`config.mk`:
```
export PLATFORM = sky130hd
export DESIGN_NAME = control_sequencer_flat
export DESIGN_NICKNAME = d
export VERILOG_FILES = /design/src/rtl/control_sequencer_if.sv /design/src/rtl/control_sequencer.sv /design/src/flat_wrapper.sv
export SDC_FILE = /design/constraint.sdc
export NUM_CORES = 1
export LEC_CHECK = 0
export BUFFER_PORTS_ARGS = -buffer_cell sky130_fd_sc_hd__buf_2
export CORE_UTILIZATION = 30
export DETAILED_ROUTE_END_ITERATION = 10
export GPL_TIMING_DRIVEN = 0
export PLACE_DENSITY_LB_ADDON = 0.08
export SKIP_CTS_REPAIR_TIMING = 1
export SYNTH_ARGS = -nofsm -noshare
export SYNTH_HDL_FRONTEND = slang
export SYNTH_SLANG_ARGS = --single-unit
```
`constraint.sdc`:
```
create_clock -name clk -period 2 [get_ports clk]
set_input_delay 0.4 -clock clk [delete_from_list [all_inputs] [get_ports clk]]
set_output_delay 0.4 -clock clk [all_outputs]
set_load 0.01 [all_outputs]
```
`src/rtl/control_sequencer_if.sv`:
```
// Bus between the control sequencer and the rest of the SAP-style datapath.
// The master side is the sequencer: it reads the IR opcode and ALU flags and
// drives the control word plus its status outputs.
interface control_sequencer_if #(
  parameter int OPCODE_W  = 4,
  parameter int MAX_STEPS = 6
);
  localparam int SW = $clog2(MAX_STEPS + 1);

  logic [OPCODE_W-1:0] opcode;
  logic                flag_z;
  logic                flag_c;
  logic [15:0]         ctrl;
  logic [SW-1:0]       stage;
  logic                instr_done;
  logic                halted;
  logic                illegal_op;

  modport master (
    input  opcode, flag_z, flag_c,
    output ctrl, stage, instr_done, halted, illegal_op
  );

  modport slave (
    output opcode, flag_z, flag_c,
    input  ctrl, stage, instr_done, halted, illegal_op
  );
endinterface

```
`src/rtl/control_sequencer.sv`:
```
// Micro-sequencer for the 8-bit SAP-style CPU.
// Steps through fetch (T0..T2) and a variable-length execute phase, returning
// to T0 right after each instruction's final micro-step. State moves on the
// falling clock edge so the control word is stable for the datapath's rising
// edge. HLT (and optionally an illegal opcode) parks the sequencer in HALT
// until resetn is asserted.
// Optional feature macro: SINGLE_STEP_EN adds a step_en input that freezes the
// sequencer and idles the control word while low.
module control_sequencer #(
  parameter int OPCODE_W        = 4,
  parameter int MAX_STEPS       = 6,
  parameter bit HALT_ON_ILLEGAL = 1'b0
) (
  input logic clk,
  input logic resetn,
`ifdef SINGLE_STEP_EN
  input logic step_en,
`endif
  control_sequencer_if.master bus
);

  localparam int SW = $clog2(MAX_STEPS + 1);

  // Idle word: every active-low pin high, every active-high pin low.
  localparam logic [15:0] CTRL_IDLE = 16'h1FC7;

  localparam int B_PC_INC       = 15;
  localparam int B_PC_EN        = 14;
  localparam int B_PC_LOAD      = 13;
  localparam int B_MAR_ADDR_N   = 12;
  localparam int B_MAR_MEM_N    = 11;
  localparam int B_RAM_EN_N     = 10;
  localparam int B_RAM_LOAD_N   = 9;
  localparam int B_IR_LOAD_N    = 8;
  localparam int B_IR_EN_N      = 7;
  localparam int B_REGA_LOAD_N  = 6;
  localparam int B_REGA_EN      = 5;
  localparam int B_ADDER_SUB    = 4;
  localparam int B_ALU_EN       = 3;
  localparam int B_REGB_LOAD_N  = 2;
  localparam int B_OUT_LOAD_N   = 1;
  localparam int B_FLAGS_LOAD_N = 0;

  localparam logic [OPCODE_W-1:0] OP_HLT = OPCODE_W'(0);
  localparam logic [OPCODE_W-1:0] OP_NOP = OPCODE_W'(1);
  localparam logic [OPCODE_W-1:0] OP_ADD = OPCODE_W'(2);
  localparam logic [OPCODE_W-1:0] OP_SUB = OPCODE_W'(3);
  localparam logic [OPCODE_W-1:0] OP_LDA = OPCODE_W'(4);
  localparam logic [OPCODE_W-1:0] OP_OUT = OPCODE_W'(5);
  localparam logic [OPCODE_W-1:0] OP_STA = OPCODE_W'(6);
  localparam logic [OPCODE_W-1:0] OP_JMP = OPCODE_W'(7);
  localparam logic [OPCODE_W-1:0] OP_JZ  = OPCODE_W'(8);
  localparam logic [OPCODE_W-1:0] OP_JC  = OPCODE_W'(9);
  localparam logic [OPCODE_W-1:0] OP_LDI = OPCODE_W'(10);

  typedef enum logic [1:0] {
    S_HOLD,
    S_RUN,
    S_HALT
  } state_t;

  state_t        state;
  logic [SW-1:0] step;
  logic [SW-1:0] last_step;
  logic          legal;
  logic          is_halt_op;
  logic [15:0]   ctrl_word;
  logic          done;
  logic          illegal;

`ifndef SINGLE_STEP_EN
  logic step_en;
  assign step_en = 1'b1;
`endif

  // Decode the opcode into its final micro-step and whether it ends in HALT.
  always_comb begin
    legal      = 1'b1;
    is_halt_op = 1'b0;
    last_step  = SW'(3);
    case (bus.opcode)
      OP_ADD, OP_SUB, OP_STA: last_step = SW'(5);
      OP_LDA:                 last_step = SW'(4);
      OP_HLT:                 is_halt_op = 1'b1;
      OP_NOP, OP_OUT, OP_JMP, OP_JZ, OP_JC, OP_LDI: ;
      default: begin
        legal      = 1'b0;
        is_halt_op = HALT_ON_ILLEGAL;
      end
    endcase
  end

  // Build the control word and status strobes for the current micro-step.
  always_comb begin
    ctrl_word = CTRL_IDLE;
    done      = 1'b0;
    illegal   = 1'b0;
    if (state == S_RUN && step_en) begin
      case (step)
        SW'(0): begin
          ctrl_word[B_PC_EN]      = 1'b1;
          ctrl_word[B_MAR_ADDR_N] = 1'b0;
        end
        SW'(1): ctrl_word[B_PC_INC] = 1'b1;
        SW'(2): begin
          ctrl_word[B_RAM_EN_N]  = 1'b0;
          ctrl_word[B_IR_LOAD_N] = 1'b0;
        end
        default: begin
          done    = (step == last_step);
          illegal = (step == SW'(3)) && !legal;
          case (bus.opcode)
            OP_ADD, OP_SUB: begin
              if (step == SW'(3)) begin
                ctrl_word[B_IR_EN_N]    = 1'b0;
                ctrl_word[B_MAR_ADDR_N] = 1'b0;
              end else if (step == SW'(4)) begin
                ctrl_word[B_RAM_EN_N]    = 1'b0;
                ctrl_word[B_REGB_LOAD_N] = 1'b0;
              end else if (step == SW'(5)) begin
                ctrl_word[B_ALU_EN]       = 1'b1;
                ctrl_word[B_REGA_LOAD_N]  = 1'b0;
                ctrl_word[B_FLAGS_LOAD_N] = 1'b0;
                ctrl_word[B_ADDER_SUB]    = (bus.opcode == OP_SUB);
              end
            end
            OP_LDA: begin
              if (step == SW'(3)) begin
                ctrl_word[B_IR_EN_N]    = 1'b0;
                ctrl_word[B_MAR_ADDR_N] = 1'b0;
              end else if (step == SW'(4)) begin
                ctrl_word[B_RAM_EN_N]    = 1'b0;
                ctrl_word[B_REGA_LOAD_N] = 1'b0;
              end
            end
            OP_OUT: begin
              if (step == SW'(3)) begin
                ctrl_word[B_REGA_EN]    = 1'b1;
                ctrl_word[B_OUT_LOAD_N] = 1'b0;
              end
            end
            OP_STA: begin
              if (step == SW'(3)) begin
                ctrl_word[B_IR_EN_N]    = 1'b0;
                ctrl_word[B_MAR_ADDR_N] = 1'b0;
              end else if (step == SW'(4)) begin
                ctrl_word[B_REGA_EN]   = 1'b1;
                ctrl_word[B_MAR_MEM_N] = 1'b0;
              end else if (step == SW'(5)) begin
                ctrl_word[B_RAM_LOAD_N] = 1'b0;
              end
            end
            OP_JMP: begin
              if (step == SW'(3)) begin
                ctrl_word[B_IR_EN_N] = 1'b0;
                ctrl_word[B_PC_LOAD] = 1'b1;
              end
            end
            OP_JZ: begin
              if (step == SW'(3) && bus.flag_z) begin
                ctrl_word[B_IR_EN_N] = 1'b0;
                ctrl_word[B_PC_LOAD] = 1'b1;
              end
            end
            OP_JC: begin
              if (step == SW'(3) && bus.flag_c) begin
                ctrl_word[B_IR_EN_N] = 1'b0;
                ctrl_word[B_PC_LOAD] = 1'b1;
              end
            end
            OP_LDI: begin
              if (step == SW'(3)) begin
                ctrl_word[B_IR_EN_N]     = 1'b0;
                ctrl_word[B_REGA_LOAD_N] = 1'b0;
              end
            end
            default: ;
          endcase
        end
      endcase
    end
  end

  // Falling-edge sequencer: HOLD -> T0, advance steps, wrap or halt after the last step.
  always_ff @(negedge clk or negedge resetn) begin
    if (!resetn) begin
      state <= S_HOLD;
      step  <= '0;
    end else if (step_en) begin
      case (state)
        S_HOLD: begin
          state <= S_RUN;
          step  <= '0;
        end
        S_RUN: begin
          if (step == last_step) begin
            step <= '0;
            if (is_halt_op) state <= S_HALT;
          end else begin
            step <= step + SW'(1);
          end
        end
        S_HALT: ;
        default: state <= S_HOLD;
      endcase
    end
  end

  assign bus.stage      = (state == S_RUN) ? step : '1;
  assign bus.halted     = (state == S_HALT);
  assign bus.ctrl       = ctrl_word;
  assign bus.instr_done = done;
  assign bus.illegal_op = illegal;

endmodule

```
`src/flat_wrapper.sv`:
```
// flat-port wrapper written by rule: the top's interface ports become plain ports
module control_sequencer_flat 
#(
  parameter int OPCODE_W        = 4,
  parameter int MAX_STEPS       = 6,
  parameter bit HALT_ON_ILLEGAL = 1'b0
)
  (clk, resetn, bus_opcode, bus_flag_z, bus_flag_c, bus_ctrl, bus_stage, bus_instr_done, bus_halted, bus_illegal_op);
  control_sequencer_if #(.OPCODE_W(OPCODE_W), .MAX_STEPS(MAX_STEPS)) bus_i ();
  input logic clk;
  input logic resetn;
  input wire logic [$bits(bus_i.opcode)-1:0] bus_opcode;
  input wire logic [$bits(bus_i.flag_z)-1:0] bus_flag_z;
  input wire logic [$bits(bus_i.flag_c)-1:0] bus_flag_c;
  output wire logic [$bits(bus_i.ctrl)-1:0] bus_ctrl;
  output wire logic [$bits(bus_i.stage)-1:0] bus_stage;
  output wire logic [$bits(bus_i.instr_done)-1:0] bus_instr_done;
  output wire logic [$bits(bus_i.halted)-1:0] bus_halted;
  output wire logic [$bits(bus_i.illegal_op)-1:0] bus_illegal_op;
  assign bus_i.opcode = bus_opcode;
  assign bus_i.flag_z = bus_flag_z;
  assign bus_i.flag_c = bus_flag_c;
  assign bus_ctrl = bus_i.ctrl;
  assign bus_stage = bus_i.stage;
  assign bus_instr_done = bus_i.instr_done;
  assign bus_halted = bus_i.halted;
  assign bus_illegal_op = bus_i.illegal_op;
  control_sequencer #(.OPCODE_W(OPCODE_W), .MAX_STEPS(MAX_STEPS), .HALT_ON_ILLEGAL(HALT_ON_ILLEGAL)) u_core (.clk(clk), .resetn(resetn), .bus(bus_i));
endmodule
```
==> results by group, run 1 <==
Min path
  • HP Class: register to register
  • Hold Startpoint: u_core.state[1]
  • Hold Path End: u_core.state[0]
  • WHS Path Cells: 1

Timing
  • Final WS setup: -1.39 ns
  • Final Hold Vio Count: 0
  • Worst-margin pin slew: 0.509 ns
  • RSZ-0062 raised after global routing: yes
  • Clk_skew: 0.00371 ns
  • Number of setup violations in the final report: 27
  • Relative slew slack: 66.1%
  • Slew Viols, Final: 0

Yosys
  • Mean Syn Cell Area: 7.28 um2
  • Post-synth EDFFs: 0
  • Yosys cell types: 39
  • Synthesized netlist cell count: 97
  • Ys flop type: dfrtn_1
  • Yosys warning count: 0
  • Asr flop ratio synth: 100%
  • Post-synthesis register bit count: 5
  • Post-synthesis instance area: 706 um2
  • Share of the synthesized area in the top cell type: 17.7%
  • Synth area leader: dfrtn_1
  • Sequential fraction of the synthesis area: 17.7%
  • Mapped Nets: 110
  • Top post-synthesis cells by area: dfrtn_1, ha_1, nand2_1, nor2b_1, nand3_1

Placed design
  • Port Buffers: 28
  • Routability cong.: 0.750
  • Area after DPL: 0.00100 mm2
  • Detail Placement HPWL: 1.56 mm

Status
  • Status: finished with violations
  • Failing checks: negative setup slack

Setup path
  • CP Class: register to primary output
  • CP startpoint kind: register
  • Worst-path fanout max: 7
  • Worst R2R Setup Slack: 0.37 ns
  • Worst EP arrival: 2.99 ns
  • CP max stage delay: 0.42 ns
  • Critical Path RT: 1.60 ns
  • Worst Path Buf+Inv: 1
  • Reg2Reg Launch Point: u_core.step[1]
  • Reg2reg end: u_core.state[0]
  • Length in cells of the worst reg-to-reg path: 5
  • Critical Path Sink Type: primary output
  • Slowest stage cell on the critical path: dfrtn_1
  • Worst path cell trace: ha_2, ha_4, nor4bb_4, nand3_2, o21ai_1, o2111ai_1, buf_2
  • Top delay family on crit path: simple AND/OR/NAND/NOR gates

GRT
  • Largest net degree at the start of global routing: 11
  • Vias in the first global route: 756
  • Overflow after GRT: 0
  • First-pass GRT wire length: 3.34 mm
  • Initial antenna violation count: 0
  • GRT Overall Usage: 17.0%

Drt
  • Residual DRC: 0
  • Vias: 940
  • DR pass1 iterations: 4
  • Antenna-violating nets left: 0
  • Final wirelength: 2.50 mm
  • Drt via density: 5.08
  • First-iteration detailed-routing DRC count: 10
  • WL per Instance: 13.5 um

Die
  • Die Height: 50.5 um
  • Core ar.: 0.00221 mm2
  • # rows: 17
  • Chip width: 50.5 um
  • Die Area: 0.00255 mm2
  • I/O pin count: 30
  • Initial Utilization: 31.9%

Clock tree
  • CTS clk-pin slew, worst paths: 0.03 ns
  • CTS tree: yes
  • H-tree depth: 1
  • Root buf cell: clkbuf_4
  • CTS buffer count: 3
  • Clock buffer depth: 2
  • CTS Sinks: 5
  • Worst-skew pair later-pin latency: 0.25 ns

Power and ir drop
  • Internal Power: 0.000896 W
  • Peak VDD IR: 0.000848 V
  • Pleak: 0.604 nW
  • Sw power: 0.000665 W
  • PwrDens: 1130 mW/mm2
  • Switching Share: 42.6%
  • Part of the power in registers: 12.2%
  • Power share of the clock group: 7.2%
  • Comb power frac: 80.6%

Layout
  • Most common cell after layout, fill and taps aside: buf_4
  • Final Instance Area: 0.00139 mm2
  • Area growth syn-to-layout: 96.5%
  • Final Core Density: 62.7%
  • Nets: 171
  • Fillers: 208
  • Share of cells above drive strength 1: 63.7%
  • ANT cells: 0
  • Most frequent cells in the layout: buf_4, buf_2, nand2_1

Run
  • Max cap viols: 0
## worst max-delay path by stage
stage | from | end | slack, ns | cells after the start
2_1_floorplan | u_core.step[0] | bus_ctrl[3] | -0.93 | 6
3_3_place_gp | u_core.step[1] | bus_ctrl[5] | -1.19 | 7
3_5_place_dp | u_core.step[1] | bus_illegal_op | -1.19 | 7
4_1_cts | u_core.step[1] | bus_illegal_op | -1.48 | 7
5_1_grt | u_core.step[1] | bus_ctrl[6] | -1.51 | 7
6_report | u_core.step[1] | bus_ctrl[6] | -1.39 | 7
## layout make-up
cell class              instances  area, um2  area share [%]
multi-input cells              81        722            52.1
repair buffers                 56        395            28.5
flip-flops and latches          5        125            9.03
plain buffers                   6       63.8            4.60
well taps                      28       35.0            2.53
clock buffers                   4       26.3            1.90
inverters                       5       18.8            1.35
## through the flow
step | power [W] | std cells | setup slack, ns | setup TNS [ns] | hold WS, ns
after CTS | 0.00114 | 157 | -1.48 | -27.44 | 0.515
after global routing | 0.00168 | 185 | -1.51 | -27.52 | 0.577
after floorplan | 0.000799 | 97 | -0.930 | -16.16 | 0.468
after detailed placement | 0.00102 | 153 | -1.19 | -22.68 | 0.514
final | 0.00156 | 185 | -1.39 | -25.54 | 0.512
after global placement | 0.00101 | 153 | -1.19 | -22.52 | 0.502
## sequential cells by signal (all words and copies together), names as in the netlist
register / count
u_core.state: 2
u_core.step: 3
## Yosys cell counts (3+ instances only)
| master | count |
|---|---|
| nand2_1 | 14 |
| inv_1 | 3 |
| nor2b_1 | 7 |
| nor2_1 | 8 |
| nand3_1 | 7 |
| clkbuf_1 | 4 |
| ha_1 | 5 |
| o21ai_1 | 4 |
| mux2i_1 | 3 |
| dfrtn_1 | 5 |
## layer usage
metal | vias to the layer above | wire (um) | track usage [%]
met5 | - | 0 | 0
met4 | 0 | 0 | 4.17
met3 | 0 | 94 | 2.42
met2 | 17 | 1400 | 30.0
met1 | 453 | 996 | 21.4
li1 | 470 | - | -
## power groups by stage
| stage | logic [W] | clock network [W] | registers, W |
|---|---|---|---|
| 2_1_floorplan | 0.000622 | 0 | 0.000177 |
| 3_3_place_gp | 0.000823 | 0 | 0.000189 |
| 3_5_place_dp | 0.000833 | 0 | 0.000191 |
| 4_1_cts | 0.000837 | 0.000116 | 0.000189 |
| 5_1_grt | 0.00136 | 0.000122 | 0.000196 |
| 6_report | 0.00126 | 0.000113 | 0.000191 |
## cell families after synthesis
kind of cell / count (synthesis) / share of synthesized area (%)
xor gates and xnor gates: 1 / 1.24
AOI/OAI and AO/OA: 21 / 21.6
adders and majority gates: 5 / 8.87
DFF: 5 / 17.7
muxes: 3 / 4.26
and+or+nand+nor: 51 / 39.2
buffers and inverters: 11 / 7.09
No activity file was read; power rests on OpenSTA's default activity.
==> run 2, diff against run 1 <==
--- a/config.mk
+++ b/config.mk
@@ -9,7 +9,6 @@
 export CORE_UTILIZATION = 30
 export DETAILED_ROUTE_END_ITERATION = 10
 export GPL_TIMING_DRIVEN = 0
-export PLACE_DENSITY_LB_ADDON = 0.08
 export SKIP_CTS_REPAIR_TIMING = 1
 export SYNTH_ARGS = -nofsm -noshare
 export SYNTH_HDL_FRONTEND = slang
==> run 2 against run 1 <==
  * The run still ends with negative setup slack left
  * Largest power group unchanged
  * Sequential power barely moved
  * Global-route usage rose by 1.9 points
  * Combinational power rose by 10%
  * Via count rose by 2.2%
  * Flip-flop and latch count did not move
==> results by group, run 2 (same netlist as run 1, synthesis figures left out) <==
Status
  • Status: finished with violations
  • Failing checks: negative setup slack

Setup path
  • CP max stage delay: 0.44 ns (+0.02 ns)
  • CP startpoint kind: register
  • Critical Path RT: 1.60 ns (about the same)
  • CP Class: register to primary output
  • Critical Path Sink Type: primary output
  • Worst-path fanout max: 7 (unchanged)
  • Worst path cell trace: ha_2, ha_4, nor4bb_4, nand3_2, or2_4, inv_2, buf_6
  • Reg2Reg Launch Point: u_core.step[1]
  • Slowest stage cell on the critical path: dfrtn_1
  • Crit path from: u_core.step[1]
  • Worst EP arrival: 3.02 ns (+0.03 ns)

GRT
  • Initial antenna violation count: 0 (unchanged)
  • Overflow after GRT: 0 (unchanged)
  • First-pass GRT wire length: 3.67 mm (+9.9%)
  • Vias in the first global route: 796 (+5.3%)
  • GRT Overall Usage: 18.9% (+1.9 points)
  • Largest net degree at the start of global routing: 11 (unchanged)

Die
  • Die Height: 50.5 um (unchanged)
  • Die Area: 0.00255 mm2 (unchanged)
  • I/O pin count: 30 (unchanged)
  • Core ar.: 0.00221 mm2 (unchanged)
  • Initial Utilization: 31.9% (unchanged)
  • Chip width: 50.5 um (unchanged)
  • # rows: 17 (unchanged)

Drt
  • Vias: 961 (+2.2%)
  • DR pass1 iterations: 4 (unchanged)
  • Residual DRC: 0 (unchanged)
  • Antenna-violating nets left: 0 (unchanged)
  • WL per Instance: 15.4 um (+15%)
  • Drt via density: 5.25 (+3.4%)
  • Final wirelength: 2.83 mm (+13%)
  • First-iteration detailed-routing DRC count: 20 (+10)

Power and ir drop
  • PwrDens: 1210 mW/mm2 (+7.6%)
  • Pleak: 0.623 nW (+3.1%)
  • Final Total Pwr: 0.00170 W (+9.0%)
  • Peak VDD IR: 0.000870 V (+2.6%)

Timing
  • Hold Worst Slack: 0.550 ns (+0.0378 ns)
  • Number of setup violations in the final report: 27 (unchanged)
  • Clk_skew: 0.0106 ns (+0.00691 ns)
  • Final Hold Vio Count: 0 (unchanged)
  • RSZ-0062 raised after global routing: yes
  • Relative slew slack: 60.4% (-5.7 points)
  • Slew Viols, Final: 0 (unchanged)
  • Final WS setup: -1.42 ns (-0.0321 ns)
  • Worst-margin pin slew: 0.589 ns (+0.0800 ns)

Clock tree
  • CTS buffer count: 3 (unchanged)
  • CTS Sinks: 5 (unchanged)
  • CTS clk-pin slew, worst paths: 0.04 ns (about the same)
  • CTS tree: yes
  • Worst-skew pair later-pin latency: 0.26 ns (about the same)
  • Root buf cell: clkbuf_4
  • Clock buffer depth: 2 (unchanged)
  • H-tree depth: 1 (unchanged)

Layout
  • Largest regs: u_core.step x3, u_core.state x2
  • Cell Count, Final, Fillers Out: 183 (-1.1%)
  • Nets: 169 (-1.2%)
  • Number of flip-flops in the largest register: 3 (unchanged)
  • ANT cells: 0 (unchanged)
  • Most frequent cells in the layout: buf_6, buf_2, buf_4
  • Area growth syn-to-layout: 98.9%
  • Share of cells above drive strength 1: 63.9% (+0.18 points)
  • Top reg by flops: u_core.step

Placed design
  • Port Buffers: 28 (unchanged)
  • Routability cong.: 0.760 (+1.4%)
  • Placed Instances: 153 (unchanged)
  • Detail Placement HPWL: 1.57 mm (+1.0%)

Run
  • Max cap viols: 0 (unchanged)

Min path
  • HP Class: register to register
  • Hold Startpoint: u_core.step[2]
[run 2: worst paths after layout]
kind                                    to  slack, ns  cells past startpoint
max                            bus_ctrl[3]      -1.42                      7
min                         u_core.step[2]       0.55                      3
max reg2reg                u_core.state[0]      -0.39                     13
min reg2reg                 u_core.step[2]       0.55                      3
max in group asynchronous  u_core.state[0]       1.00                      1
min in group asynchronous   u_core.step[2]       0.83                      1
[run 2: cell type report]
| cell class | instances | area (um2) |
|---|---|---|
| Clock buffer | 4 | 26.3 |
| Multi-Input combinational cell | 81 | 711 |
| Fill cell | 188 | 808 |
| Timing Repair Buffer | 54 | 429 |
| Tap cell | 28 | 35.0 |
| Buffer | 6 | 58.8 |
| Inverter | 5 | 18.8 |
| Sequential cell | 5 | 125 |
[run 2: through the flow]
stage               util (%)  cell area (um2)  setup slack, ns  TNS (ns)
global route            63.5             1400            -1.50    -29.50
detailed placement      45.2             1000            -1.24    -22.75
floorplan                  -              826           -0.930    -16.16
CTS                     46.4             1030            -1.52    -27.68
global placement        45.2             1000            -1.19    -22.47
finish                  63.5             1400            -1.42    -27.93
[run 2: worst max-delay path: cells and delay by family, from the launching register on]
family,cells,cell delay (ns)
adders and majority gates,2,0.43
buffers and inverters,2,0.14
and+or+nand+nor,3,0.75
DFF,1,0.44
[run 2: report_power, final]
group,internal (W),switching [W],total (W),leakage (nW)
Clock,0.0000758,0.0000477,0.000124,0.0150
Combinational,0.000741,0.000645,0.00139,0.549
Sequential,0.000138,0.0000543,0.000192,0.0594
Total,0.000954,0.000747,0.00170,0.623
[run 2: metal layers]
| layer | routed length (um) | up-vias | GRT usage (%) |
|---|---|---|---|
| met4 | 14 | 0 | 4.17 |
| met1 | 1130 | 451 | 23.9 |
| li1 | - | 468 | - |
| met2 | 1500 | 40 | 32.0 |
| met5 | 0 | - | 0 |
| met3 | 180 | 2 | 4.55 |
==> run 3, diff against run 2 <==
--- a/config.mk
+++ b/config.mk
@@ -9,6 +9,7 @@
 export CORE_UTILIZATION = 30
 export DETAILED_ROUTE_END_ITERATION = 10
 export GPL_TIMING_DRIVEN = 0
+export RECOVER_POWER = 25
 export SKIP_CTS_REPAIR_TIMING = 1
 export SYNTH_ARGS = -nofsm -noshare
 export SYNTH_HDL_FRONTEND = slang
==> run 3 against run 2 <==
  * The run still ends with negative setup slack left
  * Combinational power about the same
  * First-iteration DRC count unchanged
  * Die area unchanged
  * Flip-flop and latch count unchanged
  * Total power hardly changed
==> results by group, run 3 (same netlist as run 1, synthesis figures left out) <==
Timing
  • Slew Viols, Final: 0 (unchanged)
  • RSZ-0062 raised after global routing: yes
  • Worst-margin pin slew: 0.573 ns (-0.0156 ns)
  • Relative slew slack: 61.4% (+1.0 points)
  • Final WS setup: -1.41 ns (+0.00352 ns)
  • Setup TNS: -27.90 ns (+0.0339 ns)
  • Final Hold Vio Count: 0 (unchanged)
  • Clk_skew: 0.0106 ns (+0.0000133 ns)
  • Number of setup violations in the final report: 27 (unchanged)

Setup path
  • Critical Path Sink Type: primary output
  • CP startpoint kind: register
  • Worst EP arrival: 3.01 ns (about the same)
  • Length in cells of the worst reg-to-reg path: 13 (unchanged)
  • Critical Path RT: 1.60 ns (about the same)
  • Slowest stage cell on the critical path: dfrtn_1
  • Reg2Reg Launch Point: u_core.step[1]
  • Worst Path Buf+Inv: 2 (unchanged)
  • CP Class: register to primary output
  • Reg2reg end: u_core.state[0]
  • CP max stage delay: 0.43 ns (about the same)
  • Worst path cell trace: ha_2, ha_4, nor4bb_4, nand3_2, or2_4, inv_2, buf_6
  • Worst-path fanout max: 7 (unchanged)
  • Top delay family on crit path: simple AND/OR/NAND/NOR gates
  • Worst R2R Setup Slack: -0.40 ns (about the same)

Clock tree
  • CTS buffer count: 3 (unchanged)
  • Worst-skew pair later-pin latency: 0.26 ns (about the same)
  • H-tree depth: 1 (unchanged)
  • Clock buffer depth: 2 (unchanged)
  • CTS tree: yes
  • CTS Sinks: 5 (unchanged)
  • Root buf cell: clkbuf_4
  • CTS clk-pin slew, worst paths: 0.04 ns (about the same)

GRT
  • Vias in the first global route: 796 (unchanged)
  • Overflow after GRT: 0 (unchanged)
  • Initial antenna violation count: 0 (unchanged)
  • First-pass GRT wire length: 3.67 mm (unchanged)
  • Largest net degree at the start of global routing: 11 (unchanged)
  • GRT Overall Usage: 18.9% (unchanged)

Power and ir drop
  • Final Total Pwr: 0.00170 W (about the same)
  • PwrDens: 1210 mW/mm2 (about the same)
  • Peak VDD IR: 0.000870 V (about the same)
  • Pleak: 0.620 nW (-0.44%)

Die
  • Die Height: 50.5 um (unchanged)
  • Die Area: 0.00255 mm2 (unchanged)
  • Core ar.: 0.00221 mm2 (unchanged)
  • # rows: 17 (unchanged)
  • I/O pin count: 30 (unchanged)
  • Chip width: 50.5 um (unchanged)
  • Initial Utilization: 31.9% (unchanged)

Layout
  • Area of the multi-input gates: 711 um2 (unchanged)
  • Nets: 169 (unchanged)
  • Register area: 125 um2 (unchanged)
  • Most frequent cells in the layout: buf_6, buf_2, buf_4
  • Most common cell after layout, fill and taps aside: buf_6
  • Area growth syn-to-layout: 98.8% (about the same)
  • Largest regs: u_core.step x3, u_core.state x2
  • Number of flip-flops in the largest register: 3 (unchanged)
  • Top reg by flops: u_core.step
  • Share of cells above drive strength 1: 63.2% (-0.65 points)
  • Fillers: 188 (unchanged)
  • ANT cells: 0 (unchanged)

Drt
  • Antenna-violating nets left: 0 (unchanged)
  • DR pass1 iterations: 4 (unchanged)
  • First-iteration detailed-routing DRC count: 20 (unchanged)
  • Vias: 956 (-0.52%)
  • Residual DRC: 0 (unchanged)
  • Drt via density: 5.22 (-0.52%)
  • WL per Instance: 15.5 um (+0.14%)
  • Final wirelength: 2.83 mm (+0.14%)

Placed design
  • Post-place setup slack: -1.24 ns (unchanged)
  • Routability cong.: 0.760 (unchanged)
  • Port Buffers: 28 (unchanged)
  • Detail Placement HPWL: 1.57 mm (unchanged)

Min path
  • WHS Path Cells: 3 (unchanged)
  • Hold Path End: u_core.step[2]
  • HP Class: register to register
  • Hold Startpoint: u_core.step[2]

Run
  • Max cap viols: 0 (unchanged)

Status
  • Status: finished with violations
  • Failing checks: negative setup slack
## run 3: changes by cell type in the layout (fill, tap and decap cells not counted), sizes merged
cell	before	now
clkbuf	6	7
buf	58	57
## run 3: worst max path at each step
stage	from	end	slack, ns	cells past startpoint
floorplan	u_core.step[0]	bus_ctrl[3]	-0.93	6
global placement	u_core.step[1]	bus_ctrl[5]	-1.19	7
detailed placement	u_core.step[1]	bus_illegal_op	-1.24	7
CTS	u_core.step[1]	bus_illegal_op	-1.52	7
global route	u_core.step[1]	bus_ctrl[6]	-1.50	7
finish	u_core.step[1]	bus_ctrl[3]	-1.41	7
## run 3: metrics by stage
step	instance area, um2	std cells	hold slack, ns	utilization [%]
floorplan	826	97	0.468	-
global placement	1000	153	0.525	45.2
detailed placement	1000	153	0.522	45.2
CTS	1030	157	0.550	46.4
global route	1400	183	0.592	63.4
finish	1400	183	0.550	63.4
## run 3: area by class of cell
type                       count  share of cell area (%)
sequential                     5                    8.92
clock buffer                   4                    1.87
buffer                         6                    4.19
inverter                       5                    1.34
timing repair buffer          54                    30.5
multi-input combinational     81                    50.7
tap                           28                    2.50
## run 3: power by group
group	switching, W	leakage (nW)	total [W]	internal (W)
Sequential	0.0000534	0.0594	0.000191	0.000138
Clock	0.0000480	0.0150	0.000124	0.0000758
Combinational	0.000646	0.546	0.00139	0.000741
Total	0.000747	0.620	0.00170	0.000954
## run 3: per-layer routing
metal	part of all wire [%]	track usage (%)	routed length, um
met1	40	23.9	1120
met2	53	32.0	1510
met3	6.7	4.55	189
met4	0.49	4.17	14
met5	0	0	0
## run 3: worst register-to-register path, stage by stage (launching register included)
cell and delay (ns):
dfrtn_1 0.43, nand2b_1 0.18, or4_4 0.43, a21oi_4 0.24
buf_4 0.15, buf_6 0.08, buf_6 0.08, buf_6 0.08
buf_6 0.09, buf_6 0.09, buf_6 0.08, buf_6 0.08
buf_4 0.10, a31oi_1 0.09
